## src/rtl/cnt_modn.sv

```systemverilog
// Modulo-MOD up/down counter with synchronous load, one-cycle wrap pulse and a half-range flag.
// Define CNT_MODN_HOUR12_EN to fold disp into a 12-hour style range (0 shown as MOD/2).
module cnt_modn #(
    parameter int MOD = 24,
    parameter int W   = 7
) (
    input  logic         clk,
    input  logic         rst,
    input  logic         en,
    input  logic         up,
    input  logic         load,
    input  logic [W-1:0] load_val,
    output logic [W-1:0] value,
    output logic         carry,
    output logic         half,
    output logic [W-1:0] disp
);

    // The modulus may equal 2**W, so it is only representable with one extra bit.
    localparam logic [W:0]   MOD_EXT  = (W+1)'(MOD);
    localparam logic [W-1:0] MAX_VAL  = W'(MOD - 1);
    localparam logic [W-1:0] HALF_VAL = W'(MOD / 2);

    logic [W-1:0] value_q, value_d;
    logic         carry_q, carry_d;
    logic         half_q,  half_d;

    always_comb begin
        value_d = value_q;
        carry_d = 1'b0;
        if (load) begin
            value_d = ({1'b0, load_val} < MOD_EXT) ? load_val : '0;
        end else if (en) begin
            if (up) begin
                if (value_q == MAX_VAL) begin
                    value_d = '0;
                    carry_d = 1'b1;
                end else begin
                    value_d = value_q + W'(1);
                end
            end else begin
                if (value_q == '0) begin
                    value_d = MAX_VAL;
                    carry_d = 1'b1;
                end else begin
                    value_d = value_q - W'(1);
                end
            end
        end
        // Derived from value_d so the flag always matches the value it is registered with.
        half_d = (value_d >= HALF_VAL);
    end

    always_ff @(posedge clk) begin
        if (rst) begin
            value_q <= '0;
            carry_q <= 1'b0;
            half_q  <= 1'b0;
        end else begin
            value_q <= value_d;
            carry_q <= carry_d;
            half_q  <= half_d;
        end
    end

    assign value = value_q;
    assign carry = carry_q;
    assign half  = half_q;

`ifdef CNT_MODN_HOUR12_EN
    // value < MOD <= 2*HALF_VAL+1, so one conditional subtract replaces the modulo.
    logic [W-1:0] fold;
    always_comb begin
        fold = (value_q >= HALF_VAL) ? (value_q - HALF_VAL) : value_q;
        if ((fold == '0) || (fold == HALF_VAL)) begin
            disp = HALF_VAL;
        end else begin
            disp = fold;
        end
    end
`else
    assign disp = value_q;
`endif

endmodule

```

## config.mk

```make
export PLATFORM = sky130hd
export DESIGN_NAME = cnt_modn
export DESIGN_NICKNAME = d
export VERILOG_FILES = /design/src/rtl/cnt_modn.sv
export SDC_FILE = /design/constraint.sdc
export NUM_CORES = 1
export LEC_CHECK = 0
export ABC_AREA = 1
export BUFFER_PORTS_ARGS = -buffer_cell sky130_fd_sc_hd__buf_4
export CORE_MARGIN = 2
export CORE_UTILIZATION = 40
export DETAILED_ROUTE_END_ITERATION = 16
export PLACE_DENSITY = 0.65
export SYNTH_ARGS = -nofsm -noshare
export SYNTH_HDL_FRONTEND = slang
export SYNTH_SLANG_ARGS = --single-unit
```

## constraint.sdc

```tcl
create_clock -name clk -period 1.7 [get_ports clk]
set_clock_uncertainty 0.1 [all_clocks]
set_input_delay 0.425 -clock clk [delete_from_list [all_inputs] [get_ports clk]]
set_output_delay 0.425 -clock clk [all_outputs]
set_load 0.01 [all_outputs]
```

Word-level counts from Yosys, hierarchy flattened
Cells that the tools add are included.
{"block": "word_totals", "in_bits": 12, "output_inout_bits": 16, "regBits": 9}
{"block": "op_classes", "order_cmp": 2, "addsub": 2, "reduce_logical": 2, "n_mux": 9, "bitwise_logic": 1, "eq_ne": 1}
{"op": "2-to-1 mux 7 bit", "count": 6}
{"op": "adder 7 x 1 -> 7 bit (second input constant)", "count": 1}
{"op": "equality test 7 x 5 -> 1 bit (second input constant)", "count": 1}
{"op": "greater-or-equal comparator 7 x 4 -> 1 bit (second input constant)", "count": 1}
{"op": "logical NOT 7 bit", "count": 1}
{"op": "< comparator 7 x 5 -> 1 bit (second input constant)", "count": 1}
{"op": "subtractor 7 x 1 -> 7 bit (second input constant)", "count": 1}
{"op": "2-to-1 mux 1 bit", "count": 3}
{"op": "OR reduction 3 bit", "count": 1}
{"op": "NOT 1 bit", "count": 1}

Depth between registers and ports, before layout
Gate-level depths: netlist (run 1).
{"block": "logic_depth", "word_depth": 6, "depth_mapped": 12}

Worst setup path before layout (run 1)
Ideal clock, no wire load.
{"block": "synth_timing", "path_type": "register to register", "from": "register value_q[1], in the netlist disp[1]", "to": "register half_q, in the netlist half", "slack_ns": 0.110, "path_buffers": 0, "setup_time_ns": 0.118, "path_stages_with_launch": 11, "t_arrival_ns": 1.372, "synth_period_minus_slack_ns": 1.590, "cell_sequence": "dfxtp_1 inv_1 ha_1 xnor2_1 nand2_1 nand2_1 nand2_1 nand2_1 nand2_1 nand3_1 nand3_2"}
{"block": "synth_via", "elab_chain_cells": 6, "word_cells_on_any_way": 10}
{"element": "start, declared", "line": "24", "text": "logic [W-1:0] value_q, value_d;"}
{"element": "start signal, assigned", "line": "60", "text": "value_q <= value_d;"}
{"element": "subtractor 7 x 1 -> 7 bit (tied with other cells)", "line": "46", "text": "value_d = value_q - W'(1);"}
{"element": "2-to-1 mux 7 bit (on tied branches)", "line": "42, 35"}
{"element": "2-to-1 mux 7 bit", "line": "34", "text": "if (up) begin"}
{"element": "2-to-1 mux 7 bit (*)", "line": "33", "text": "end else if (en) begin"}
{"element": "2-to-1 mux 7 bit (*)", "line": "31", "text": "if (load) begin"}
{"element": "greater-or-equal comparator 7 x 4 -> 1 bit (*)", "line": "51", "text": "half_d = (value_d >= HALF_VAL);"}
{"element": "end signal, assigned", "line": "62", "text": "half_q <= half_d;"}
{"element": "end, declared", "line": "26", "text": "logic half_q, half_d;"}
Every way passes the cells marked *; elsewhere a longest branch is shown, timed or not.
A chain may end at the register's enable or synchronous reset.

Worst setup path in the final report (run 1)
{"block": "layout_timing", "from": "register value_q[2], in the netlist disp[2]", "to": "register half_q, in the netlist half"}
The elaborated chain is that of the path after synthesis.

==> out/metrics.yaml, run 1 <==
sta:
  holdWs_ns: 0.2431
  slew_violations: 0
  setup_viol: 0
  post-route-period-util: 0.9165
  hold_violations: 0
  rsz0062_at_grt: "no"
  tns_ns: 0
  worst_slew_pin_slew_ns: 0.2896
  max_freq_ghz: 0.6418
  min_period_ns: 1.558
  slew_headroom: 0.8067
synth:
  synth_edf_count: 0
  yosysSeqAreaShare: 0.2037
  synth.avg_cell_area_sq_um: 6.018
  yosys-top-cells-count: "nand2_1, inv_1, nand3_1, nor2_1"
  synthTopCellsByArea: "dfxtp_1, nand2_1, nand3_1"
  netlist_instances: 147
  synth.net_count: 162
  yosys_warnings: 0
  synthDistinctLibCells: 21
  post-synth-top-area-cell: "dfxtp_1"
  synth-seq-cells: 9
  syn_area_sq_um: 884.6
  yosysMostFrequentCell: "nand2_1"
  async_reset_ff_frac: 0
  yosysTopAreaCellShare: 0.2037
  synth_flop_cell: "dfxtp_1"
pwr:
  ir_drop_mv: 0.4994
  intPower_uw: 426.8
  p_sw_frac: 0.3543
  clkPwrFrac: 0.259
  pwr-share-comb: 0.372
  seqPwrFrac: 0.369
  power_density_mw_per_mm2: 584.4
  p_sw_uw: 234.2
  power_leakage_nw: 0.6208
setup_path:
  worst_path_max_delay_cell: "dfxtp_1"
  cp-end-kind: "flip-flop"
  worst-endpoint-arrival_ns: 1.62
  worstSetupPathType: "reg -> reg"
  crit_fanout: 6
  crit_chain: "buf_12 > nand2_1 > inv_1 > nor2_1 > a21oi_1 > nand2_1 > nand2_1 > nand2_1 > nand3_1 > nand3_2"
  startpoint_type: "flip-flop"
  crit_top_cell: "nand2_1"
  slowest_delay_ns: 0.47
  worst_ep_required_time_ns: 1.77
global_routing:
  grt_antenna_before_repair: 0
  grt_start_max_net_pins: 11
  grt_usage: 0.1881
  busiest_layer: "met2"
  grt_overflow: 0
  gr-usage-met3: 0.01754
  grt_pass1_wl_mm: 3.732
  use_met1: 0.2415
  met2_usage: 0.3117
  first_global_vias: 870
clock_tree:
  cts_tree: "built"
  cts_sinks: 9
  clkLatencyLatePin_ns: 0.27
  h-tree-depth: 1
  cts_made_buffers: 3
  cts_setup_buffers: 0
  cts.path.max_buffers: 2
  root_buffer: "clkbuf_4"
  cts.clk_slew.worst_paths_ns: 0.07
flow_run:
  cap_violations: 0
detailed_routing:
  vias_per_cell: 4.842
  dr.first_iter.drc_count: 25
  drc_errors: 0
  wirelength_mm: 2.189
  antenna_left: 0
  routed-via-count: 978
  dr.pass1.iters: 4
  avgRoutedWirePerCell_um: 10.84
finish:
  syn2layout_area_growth_pct: 27.86
  drive_gt1_frac: 0.2874
  diodes: 0
  fillers: 233
  nets: 190
die:
  fp.dieW_um: 51.03
  boundaryPins: 28
  core-area_sq_mm: 0.002148
  rows: 17
  die-area_sq_mm: 0.002604
  fp.dieH_um: 51.03
  start_util: 0.4118
min_path:
  min_path_type: "in -> reg"
placement:
  gp_congestion: 0.9567
  dpl.hpwl_mm: 1.800
  portBuffers: 27
outcome:
  status: "finished, final reports clean"
## stage by stage
step,instance area [sq um],power [mW],instances,utilization,setup slack [ns]
after global routing,1131,0.7133,202,0.5265,0.01671
after detailed placement,1095,0.4923,198,0.5096,0.04567
after floorplan,884.6,0.4084,147,-,0.1100
after global placement,1095,0.4885,198,0.5096,0.08136
final,1131,0.6610,202,0.5265,0.1419
after CTS,1122,0.6648,202,0.5224,0.02304
## layout by cell type (no fill, tap or decap), types with 2 or more instances in the layout
cell / synthesis / layout
clkbuf_4: 0 / 3
nor2_2: 3 / 4
dfxtp_1: 9 / 6
nand2_1: 42 / 42
nand3_2: 2 / 2
nand4_1: 5 / 5
ha_1: 3 / 2
nand3_1: 18 / 18
a21oi_1: 9 / 9
o21ai_0: 3 / 3
inv_1: 19 / 19
xnor2_1: 2 / 2
buf_4: 8 / 32
dfxtp_2: 0 / 3
nor2_1: 16 / 15
## final timing paths
path                           start                  to  slack, ns  depth (start not counted)
setup / recovery  disp[2]$_SDFF_PP0_     half$_SDFF_PP0_       0.14                         10
hold / removal                   rst  disp[1]$_SDFF_PP0_       0.24                          2
setup reg to reg  disp[2]$_SDFF_PP0_     half$_SDFF_PP0_       0.14                         10
hold reg to reg   disp[1]$_SDFF_PP0_  disp[1]$_SDFF_PP0_       0.55                          4
## flip-flops by register name, indices dropped and copies added, names as in the netlist
signal and cells:
carry 1, half 1, disp 7
## per-layer routing
layer,wire length [um],vias to the layer above,share of wire
li1,-,517,-
met1,990,431,0.45
met2,1057,26,0.48
met5,0,-,0
met4,31,0,0.014
met3,109,4,0.050
## timing repair
item,in CTS,in global routing
endpoints found under the setup margin,0,2
hold buffers,0,0
resized for setup,0,5
## area by class of cell
type,count,area [sq um],area share
Timing Repair Buffer,33,260.3,0.2301
Multi-Input combinational cell,108,549.3,0.4856
Clock buffer,3,22.52,0.01991
Tap cell,28,35.03,0.03097
Inverter,20,75.07,0.06637
Clock inverter,1,5.005,0.004425
Sequential cell,9,183.9,0.1626
## worst max-delay path, delay by kind of cell (launching register included)
family,cells,cell delay [ns]
flops,1,0.47
simple gates,7,0.49
compound gates,1,0.15
buf+inv,2,0.25
## kinds of logic after synthesis
group / share of synthesized area
DFF: 0.2037
and+or+nand+nor: 0.4696
xor gates and xnor gates: 0.01981
adders and majority gates: 0.04244
AOI/OAI and AO/OA: 0.08345
buffers and inverters: 0.1810
## power groups by stage
stage / Combinational (mW) / Sequential (mW) / Clock, mW
floorplan: 0.160 / 0.248 / 0
finish: 0.246 / 0.244 / 0.171
global placement: 0.242 / 0.246 / 0
detailed placement: 0.245 / 0.247 / 0
CTS: 0.246 / 0.243 / 0.176
global route: 0.277 / 0.246 / 0.190
No activity file was read; power rests on OpenSTA's default activity.
==> inputs of run 2 (changes only) <==
--- a/config.mk
+++ b/config.mk
@@ -9,8 +9,10 @@
 export BUFFER_PORTS_ARGS = -buffer_cell sky130_fd_sc_hd__buf_4
 export CORE_MARGIN = 2
 export CORE_UTILIZATION = 40
+export CTS_CLUSTER_SIZE = 16
 export DETAILED_ROUTE_END_ITERATION = 16
-export PLACE_DENSITY = 0.65
+export PLACE_DENSITY = 0.68
+export SKIP_LAST_GASP = 1
 export SYNTH_ARGS = -nofsm -noshare
 export SYNTH_HDL_FRONTEND = slang
 export SYNTH_SLANG_ARGS = --single-unit
==> constraint.sdc (replaced) <==
create_clock -name clk -period 1.3 [get_ports clk]
set_clock_uncertainty 0.1 [all_clocks]
set_input_delay 0.325 -clock clk [delete_from_list [all_inputs] [get_ports clk]]
set_output_delay 0.325 -clock clk [all_outputs]
set_load 0.01 [all_outputs]
==> run 2 against run 1 <==
Net effect:
- the run now ends with negative setup slack left
- non-clock buffer count grew 30
- register-to-register slack lost 0.33 ns
- sequential share of layout area shrank 2.8 points
- clock-buffer cell count up 1
- clock power grew 33%
- critical endpoint unchanged
==> out/metrics.yaml, run 2 (synthesized netlist as in run 1, its figures left out) <==
placement:
  portBuffers: 27  # unchanged
  dpl.hpwl_mm: 1.996  # +11%
  placed_area_sq_mm: 0.001296  # +18%
  gp_congestion: 0.9198  # -3.9%
finish:
  largest_reg_flops: 7  # unchanged
  diodes: 0  # unchanged
  syn2layout_area_growth_pct: 71.15
  nets: 220  # +16%
  fin_area_sq_mm: 0.001514  # +34%
  layout_commonest_cell: "buf_4"
  layout_common_cells: "buf_4, nand2_1, nand3_1"
  final_util: 0.7047  # +0.1782
  drive_gt1_frac: 0.4853  # +0.1979
setup_path:
  worst-endpoint-arrival_ns: 1.55  # -0.07 ns
  startpoint_type: "flip-flop"
  r2r-start: "disp[1]$_SDFF_PP0_"
  slowest_delay_ns: 0.38  # -0.09 ns
  crit_top_cell: "nand2_1"
  reg2reg_to: "half$_SDFF_PP0_"
  worst_path_max_delay_cell: "dfxtp_4"
  rr_worst_depth: 11  # +1
  crit_chain: "inv_4 > ha_4 > inv_4 > nor2_4 > nand4_1 > nand2_1 > nor2_1 > nand2_1 > nand2_1 > nand3_1 > nand3_2"
  regToRegSetupSlack_ns: -0.19  # -0.33 ns
  crit_fanout: 5  # -1
  cp-end-kind: "flip-flop"
  worstSetupPathType: "reg -> reg"
  worst_ep_required_time_ns: 1.36  # -0.41 ns
detailed_routing:
  wirelength_mm: 2.659  # +21%
  dr.first_iter.drc_count: 36  # +44%
  dr.pass1.iters: 4  # unchanged
  drc_errors: 0  # unchanged
  routed-via-count: 1154  # +18%
  avgRoutedWirePerCell_um: 11.46  # +5.8%
  vias_per_cell: 4.974  # +2.7%
  antenna_left: 0  # unchanged
sta:
  slew_violations: 0  # unchanged
  rsz0062_at_grt: "yes"
  setup_viol: 14  # +14
  hold_violations: 0  # unchanged
  max_freq_ghz: 0.6711  # +4.6%
  tns_ns: -1.291  # -1.291 ns
  slew_headroom: 0.8452  # +0.03853
  worst_slew_pin_slew_ns: 0.2302  # -0.05937 ns
  post-route-period-util: 1.146  # +0.2298
  fin_ws_ns: -0.1902  # -0.3321 ns
  min_period_ns: 1.490  # -0.06793 ns
die:
  boundaryPins: 28  # unchanged
  fp.dieH_um: 51.03  # unchanged
  die-area_sq_mm: 0.002604  # unchanged
  start_util: 0.4118  # unchanged
  fp.dieW_um: 51.03  # unchanged
  core-area_sq_mm: 0.002148  # unchanged
  rows: 17  # unchanged
min_path:
  whs_path_depth: 2  # unchanged
  min_path_type: "in -> reg"
  hold_path_startpoint: "rst"
  min_to: "disp[2]$_SDFF_PP0_"
global_routing:
  first_global_vias: 1033  # +19%
  grt_usage: 0.2161  # +0.02806
  grt_antenna_before_repair: 0  # unchanged
  grt_start_max_net_pins: 9  # -2
  grt_pass1_wl_mm: 4.340  # +16%
  grt_overflow: 0  # unchanged
clock_tree:
  cts.path.max_buffers: 2  # unchanged
  cts.clk_slew.worst_paths_ns: 0.07  # about the same
  h-tree-depth: 1  # unchanged
  cts_tree: "built"
  clkLatencyLatePin_ns: 0.26  # about the same
  cts_sinks: 9  # unchanged
  postCtsHoldBufs: 0  # unchanged
  cts_made_buffers: 3  # unchanged
  root_buffer: "clkbuf_4"
pwr:
  finalPower_mw: 1.008  # +52%
  ir_drop_mv: 0.5921  # +19%
  power_density_mw_per_mm2: 665.7  # +14%
  power_leakage_nw: 0.7956  # +28%
outcome:
  violations: "negative setup slack"
  status: "finished with violations"
flow_run:
  cap_violations: 0  # unchanged
## run 2: changes by cell type in the layout (fill, tap and decap cells not counted), sizes merged
cell,change
buf,+30
clkbuf,+1
clkinv,-1
## run 2: report_power, final
group,internal (mW),leakage (nW),switching (mW),total [mW]
Clock,0.118,0.0150,0.109,0.228
Combinational,0.244,0.702,0.221,0.465
Sequential,0.288,0.0785,0.0264,0.315
## run 2: final cells by class
type / count / area, sq um
clock buffers: 4 / 26.28
fillers: 167 / 634.4
flip-flops and latches: 9 / 203.9
well taps: 28 / 35.03
multi-input cells: 108 / 630.6
repair buffers: 63 / 533.0
inverters: 20 / 85.08
## run 2: routing by layer
metal | GRT usage | share of wire | vias to the layer above
met1 | 0.2752 | 0.41 | 525
met5 | 0 | 0 | -
met3 | 0.03801 | 0.062 | 4
met2 | 0.3701 | 0.52 | 50
li1 | - | - | 575
met4 | 0.06306 | 0.011 | 0
## run 2: through the flow
stage	hold WS (ns)	std cells	worst slack (ns)
final	0.1535	232	-0.1902
after global routing	0.1445	232	-0.2926
after CTS	0.1497	230	-0.1585
after detailed placement	0.4305	219	-0.2219
after global placement	0.4237	219	-0.1964
after floorplan	0.2844	147	-0.08459
## run 2: worst max path at each step
| stage | startpoint | end | slack [ns] | cells after the start |
|---|---|---|---|---|
| after floorplan | disp[1]$_SDFF_PP0_ | half$_SDFF_PP0_ | -0.08 | 12 |
| after global placement | disp[1]$_SDFF_PP0_ | half$_SDFF_PP0_ | -0.20 | 12 |
| after detailed placement | disp[1]$_SDFF_PP0_ | disp[0]$_SDFF_PP0_ | -0.22 | 10 |
| after CTS | disp[1]$_SDFF_PP0_ | half$_SDFF_PP0_ | -0.16 | 11 |
| after global routing | disp[1]$_SDFF_PP0_ | half$_SDFF_PP0_ | -0.29 | 12 |
| final | disp[1]$_SDFF_PP0_ | half$_SDFF_PP0_ | -0.19 | 11 |
## run 2: worst max-delay path: cells and delay by family, from the launching register on
family | cells | cell delay [ns]
buf+inv | 2 | 0.11
fa+ha+maj | 1 | 0.15
flops | 1 | 0.38
simple gates | 8 | 0.62
## run 2: timing repair
item                                   in CTS  in global routing
pin swaps                                   9                  6
endpoints found under the hold margin       0                  0
gates cloned                                0                  0
setup buffers                               8                  3
setup endpoints to repair                  20                 22
resized for setup                          20                 19
